## src/rtl/package_settings.sv

```systemverilog
// Project-wide settings shared by the ADC front-end blocks.
//   SIZE_ADC_DATA : width of an ADC sample word.
package package_settings;
  localparam int SIZE_ADC_DATA = 12;
endpackage

```

## src/rtl/adc_pulse_gen.sv

```systemverilog
// adc_pulse_gen
// Synthetic ADC stimulus source. It produces a train of exponentially
// decaying pulses sitting on a pedestal, one registered sample per clock.
// The output is sized to feed the shaping filter input directly.
//
// Ports
//   clk         system clock, all state changes on the rising edge
//   reset       asynchronous, active-high reset
//   start       begin a pulse train (only looked at while idle)
//   amplitude   unsigned step height above baseline
//   baseline    unsigned pedestal level
//   num_pulses  number of pulses in the train (0 = immediate done)
//   gap_len     baseline cycles inserted after each pulse tail
//   adc_data    registered synthetic sample
//   pulse_mark  high for the single cycle carrying a pulse peak
//   busy        high while a train is running, through the done cycle
//   done        single-cycle completion strobe
module adc_pulse_gen #(
  parameter int SIZE_ADC_DATA = package_settings::SIZE_ADC_DATA,
  parameter int DECAY_SHIFT   = 4,
  parameter int CNT_W         = 16
) (
  input  logic                     clk,
  input  logic                     reset,
  input  logic                     start,
  input  logic [SIZE_ADC_DATA-1:0] amplitude,
  input  logic [SIZE_ADC_DATA-1:0] baseline,
  input  logic [7:0]               num_pulses,
  input  logic [CNT_W-1:0]         gap_len,
  output logic [SIZE_ADC_DATA-1:0] adc_data,
  output logic                     pulse_mark,
  output logic                     busy,
  output logic                     done
);

  localparam int W = SIZE_ADC_DATA;

  localparam logic [1:0] S_IDLE  = 2'd0;
  localparam logic [1:0] S_STEP  = 2'd1;
  localparam logic [1:0] S_DECAY = 2'd2;
  localparam logic [1:0] S_GAP   = 2'd3;

  logic [1:0]       r_state;
  logic [W-1:0]     r_amp;
  logic [W-1:0]     r_base;
  logic [W-1:0]     r_tail;
  logic [7:0]       r_remaining;
  logic [CNT_W-1:0] r_gap_len;
  logic [CNT_W-1:0] r_cnt;
  logic             r_zero_pend;   // num_pulses=0 accepted, done due next edge
  logic [W-1:0]     r_adc;
  logic             r_mark;
  logic             r_busy;
  logic             r_done;

  logic             w_accept;
  logic [W-1:0]     w_tail_shift;
  logic [W-1:0]     w_tail_dec;
  logic [W-1:0]     w_peak;
  logic [W-1:0]     w_dec_sample;
  logic             w_tail_dead;
  logic             w_pulse_end;
  logic             w_last;

  // Baseline plus offset, summed one bit wider and clamped to full scale.
  function automatic logic [W-1:0] sat_add(input logic [W-1:0] a,
                                           input logic [W-1:0] b);
    logic [W:0] sum;
    sum = {1'b0, a} + {1'b0, b};
    return sum[W] ? {W{1'b1}} : sum[W-1:0];
  endfunction

  // While r_busy is still high in IDLE we are in the done cycle, so a new
  // start is not taken until busy has dropped.
  assign w_accept     = (r_state == S_IDLE) && start && !r_busy && !r_zero_pend;

  // tail - (tail >> k) can never underflow because the shifted value is
  // never larger than tail itself.
  assign w_tail_shift = r_tail >> DECAY_SHIFT;
  assign w_tail_dec   = r_tail - w_tail_shift;
  assign w_tail_dead  = (w_tail_shift == '0);
  assign w_peak       = sat_add(r_base, r_amp);
  assign w_dec_sample = sat_add(r_base, w_tail_dec);
  assign w_last       = (r_remaining <= 8'd1);

  // A pulse ends either straight out of DECAY when no gap is requested, or
  // on the last GAP cycle. The counter holds the GAP cycles still to run.
  assign w_pulse_end  = ((r_state == S_DECAY) && w_tail_dead && (r_gap_len == '0)) ||
                        ((r_state == S_GAP) && (r_cnt <= CNT_W'(1)));

  always_ff @(posedge clk or posedge reset) begin
    if (reset) begin
      r_state     <= S_IDLE;
      r_amp       <= '0;
      r_base      <= '0;
      r_tail      <= '0;
      r_remaining <= '0;
      r_gap_len   <= '0;
      r_cnt       <= '0;
      r_zero_pend <= 1'b0;
      r_adc       <= '0;
      r_mark      <= 1'b0;
      r_busy      <= 1'b0;
      r_done      <= 1'b0;
    end else begin
      r_mark <= 1'b0;
      r_done <= 1'b0;

      case (r_state)
        S_IDLE: begin
          r_adc <= r_base;
          if (r_busy) begin
            r_busy <= 1'b0;
          end
          if (r_zero_pend) begin
            r_zero_pend <= 1'b0;
            r_done      <= 1'b1;
          end
          if (w_accept) begin
            r_amp       <= amplitude;
            r_base      <= baseline;
            r_gap_len   <= gap_len;
            r_remaining <= num_pulses;
            r_adc       <= baseline;
            if (num_pulses == 8'd0) begin
              r_zero_pend <= 1'b1;
            end else begin
              r_state <= S_STEP;
              r_busy  <= 1'b1;
            end
          end
        end

        S_STEP: begin
          r_tail  <= r_amp;
          r_adc   <= w_peak;
          r_mark  <= 1'b1;
          r_state <= S_DECAY;
        end

        S_DECAY: begin
          if (w_tail_dead) begin
            r_tail  <= '0;
            r_adc   <= r_base;
            r_cnt   <= r_gap_len;
            r_state <= S_GAP;
          end else begin
            r_tail <= w_tail_dec;
            r_adc  <= w_dec_sample;
          end
        end

        S_GAP: begin
          r_adc <= r_base;
          if (r_cnt != '0) begin
            r_cnt <= r_cnt - CNT_W'(1);
          end
        end

        default: begin
          r_state <= S_IDLE;
        end
      endcase

      // End-of-pulse routing overrides the per-state next state above.
      if (w_pulse_end) begin
        if (!w_last) begin
          r_remaining <= r_remaining - 8'd1;
          r_state     <= S_STEP;
        end else begin
          r_state <= S_IDLE;
          r_done  <= 1'b1;
        end
      end
    end
  end

  assign adc_data   = r_adc;
  assign pulse_mark = r_mark;
  assign busy       = r_busy;
  assign done       = r_done;

endmodule

```

## config.mk

```make
export PLATFORM = sky130hd
export DESIGN_NAME = adc_pulse_gen
export DESIGN_NICKNAME = d
export VERILOG_FILES = /design/src/rtl/package_settings.sv /design/src/rtl/adc_pulse_gen.sv
export SDC_FILE = /design/constraint.sdc
export NUM_CORES = 1
export LEC_CHECK = 0
export ABC_AREA = 1
export CAP_MARGIN = 40
export CORE_ASPECT_RATIO = 0.6
export CORE_MARGIN = 4
export CORE_UTILIZATION = 36
export DETAILED_ROUTE_END_ITERATION = 16
export HOLD_SLACK_MARGIN = 0.12
export PLACE_DENSITY = 0.6
export SYNTH_ARGS = -nofsm -noshare
export SYNTH_HDL_FRONTEND = slang
export SYNTH_SLANG_ARGS = --single-unit
```

## constraint.sdc

```tcl
create_clock -name clk -period 5.4 [get_ports clk]
set_input_delay 1.62 -clock clk [delete_from_list [all_inputs] [get_ports clk]]
set_output_delay 1.62 -clock clk [all_outputs]
set_load 0.05 [all_outputs]
```

==> qor.csv <==
metric,value,unit
outcome,"complete, no violations",
io_buffers,65,
placedInstanceArea,0.00779,mm2
drtAntennaViolNets,0,
synth.ff_latch_count,94,
cp_data_required_time,5640,ps
endpoint_kind,flip-flop,
relative_slew_margins,0.462,
num_rows,38,
finalWorstPathRequiredPeriod,3740,ps
place_hpwl,15.7,mm
yosys.area.top_type_share,0.340,
synth-edff-count,0,
cap_violations,0,
ys_types,45,
critical_path.n_buffers_inverters,1,
cts_num_sinks,94,
timing.setup.critical_path_class,reg -> reg,
power_per_cell_area,176,mW/mm2
crit_path_top_delay_cell,nor2_1,
synth_fp_nets,1094,
reg2reg_from,r_tail[6]$_DFFE_PP0P_,
ir_drop,0.121,mV
die-width,187,um
synthArstFlopShare,1.00,
first_pass_iters,5,
first_global_vias,5875,
grt_max_degree,62,
route.final.wire_length,20.4,mm
cell_count_along_the_critical_path,21,
crit_path_launch_type,flip-flop,
fin_worst_skew,10.8,ps
dr.first_iter.drc_count,638,
crit_arrival,3970,ps
report.final.hold_viol_count,0,
y_dimension_of_the_die,115,um
diodes,0,
grt.overflow.total,0,
cp-endpoint,adc_data[4]$_DFF_PP0_,
route.detailed.vias_per_inst,4.97,
final.period_utilization,0.692,
critical-path-max-stage-delay,570,ps
post_synth.cell_area_avg,6.94,um2
post-route-cell-area,0.00809,mm2
cts_hold_buf,0,
hp-class,reg -> reg,
ys_top_cells_by_area,"dfrtp_1, nand2_1, ha_1",
route.vias.total,6461,
initial_core_utilization,0.375,
routedWlPerCell,15.7,um
critical_path.startpoint,r_tail[6]$_DFFE_PP0P_,
grt_setup_unrepaired,no,
cts_tree,yes,
p_leak,4.12,nW
postCtsSetupBuffers,0,
grt_antenna_before_repair,0,
ff2ff_setup_slack,1660,ps
hold_path_depth,2,
worst-slew-pin-transition,806,ps
dpl_worst_slack,1640,ps
core_area,0.0184,mm2
totalNegativeSetupSlack,0,ps
h-tree-depth,3,
final-setup-viol-count,0,
synth.most_common_cell,nand2_1,
drt_drc_violations_left,0,
globalRouteTotalUtil,0.192,
crit_path_frequent_cell,nand2_1,
timing.critical_path.cells,inv_1 -> ha_1 -> nand2_1 -> o21ai_1 -> nand2_1 -> nand3_1 -> nand2_1 -> nand3_1 -> nand2_1 -> and2_1 -> ha_1 -> nand2_1 -> nor2_1 -> nand3_1 -> nand3_1 -> nor2_1 -> nand2_1 -> nand2_1 -> o211ai_1 -> nand2_1 -> nand2_1,
yosysTopAreaCell,dfrtp_1,
synthesis.instances,998,
synth_top_cells_by_count,"nand2_1, inv_1, dfrtp_1",
die_area,0.0216,mm2
fin_ws,1660,ps
synth_warnings,0,
syn_area,0.00693,mm2
io_pins,66,
final_net_count,1150,
wire_length_of_the_first_global_routing_pass,33.0,mm
insertion_delay,350,ps
clock-root-buffer,clkbuf_16,
flow.area_growth_from_synthesis,16.7,%
synth.yosys.seq_area_share,0.340,
clockBufferDepth,2,
synth_top_flop_cell,dfrtp_1,
cts_repair_resize_count,0,
cts_made_buffers,9,
timing.reg2reg.worst_path_depth,21,
finalMaxSlewViolations,0,
gp_routability_congestion,0.953,
critical_path_peak_fanout,11,
clock.fmax,0.267,GHz
r2r-end,adc_data[4]$_DFF_PP0_,
crit_family,simple AND/OR/NAND/NOR gates,
post_route_cells_drive_above_1_share,0.0585,
clk_transition_reported_paths,70,ps
worst reg2reg max path, cell delays in order (launching register included):
cell,delay [ps]
dfrtp_1,440
inv_1,60
ha_1,360
nand2_1,80
o21ai_1,240
nand2_1,80
nand3_1,110
nand2_1,140
nand3_1,100
nand2_1,60
and2_1,180
ha_1,370
nand2_1,130
nor2_1,70
nand3_1,80
nand3_1,100
nor2_1,570
nand2_1,140
nand2_1,100
o211ai_1,80
nand2_1,70
nand2_1,70
where the power goes:
group          internal (W)  switching (W)   total, W
Combinational     0.0000329      0.0000224  0.0000553
Clock              0.000363       0.000304   0.000668
Sequential         0.000703              0   0.000703
layout make-up:
cell class,instances,area (um2)
clock buffers,10,229
clock inverters,6,68.8
fillers,1927,10400
inverters,147,557
multi-input cells,731,3870
flip-flops and latches,94,2350
well taps,240,300
repair buffers,71,703
worst min path at each step:
stage | start | end | slack (ps)
floorplan | r_tail[3]$_DFFE_PP0P_ | r_tail[3]$_DFFE_PP0P_ | 460
global placement | r_tail[3]$_DFFE_PP0P_ | r_tail[3]$_DFFE_PP0P_ | 490
detailed placement | r_tail[3]$_DFFE_PP0P_ | r_tail[3]$_DFFE_PP0P_ | 490
CTS | r_tail[3]$_DFFE_PP0P_ | r_tail[3]$_DFFE_PP0P_ | 510
global route | r_gap_len[13]$_DFFE_PP0P_ | r_gap_len[13]$_DFFE_PP0P_ | 560
finish | r_tail[3]$_DFFE_PP0P_ | r_tail[3]$_DFFE_PP0P_ | 510
routing by layer:
layer | GRT usage | up-vias | routed length [um]
met2 | 0.224 | 245 | 6640
li1 | - | 3298 | -
met5 | 0 | - | 0
met1 | 0.332 | 2902 | 11600
met3 | 0.0593 | 16 | 2000
met4 | 0.0246 | 0 | 124
registers in the layout, summed over array words and instances, names as in the netlist:
signal and flops:
adc_data 12, r_cnt 16, r_zero_pend 1, r_remaining 8, done 1, r_gap_len 16, pulse_mark 1, r_state 2
r_base 12, busy 1, r_amp 12, r_tail 12
logic make-up (layout without fill, tap and decap cells):
family                   count (synthesis)  in the layout  share of synthesized area
XOR/XNOR                                29             29                     0.0367
AO/OA/AOI/OAI                          155            155                      0.131
adder cells (fa/ha/maj)                 45             45                     0.0846
buffers and inverters                  173            234                      0.101
flip-flops                              94             94                      0.340
AND/OR/NAND/NOR                        502            502                      0.308
through the flow:
stage	cells	hold slack (ps)	util	total power, W
after floorplan	998	459	-	0.000729
after global placement	1282	493	0.421	0.000774
after detailed placement	1283	492	0.422	0.000774
after CTS	1299	511	0.438	0.00144
after global routing	1299	564	0.438	0.00148
final	1299	508	0.438	0.00143
cells in the final DEF, fill, tap and decap left out, drive strengths merged, types with 6 or more instances in the layout:
cell type and n:
nor3 9, inv 149, nand3 60, xor2 21
a22oi 7, nor2 73, o31ai 8, a21oi 46
buf 6, xnor2 8, o211ai 7, ha 42
nand2 333, nand4 17, clkbuf 10, o21ai 78
clkdlybuf4s50 65, dfrtp 94
Note: power is estimated with default switching activity, not from simulation.
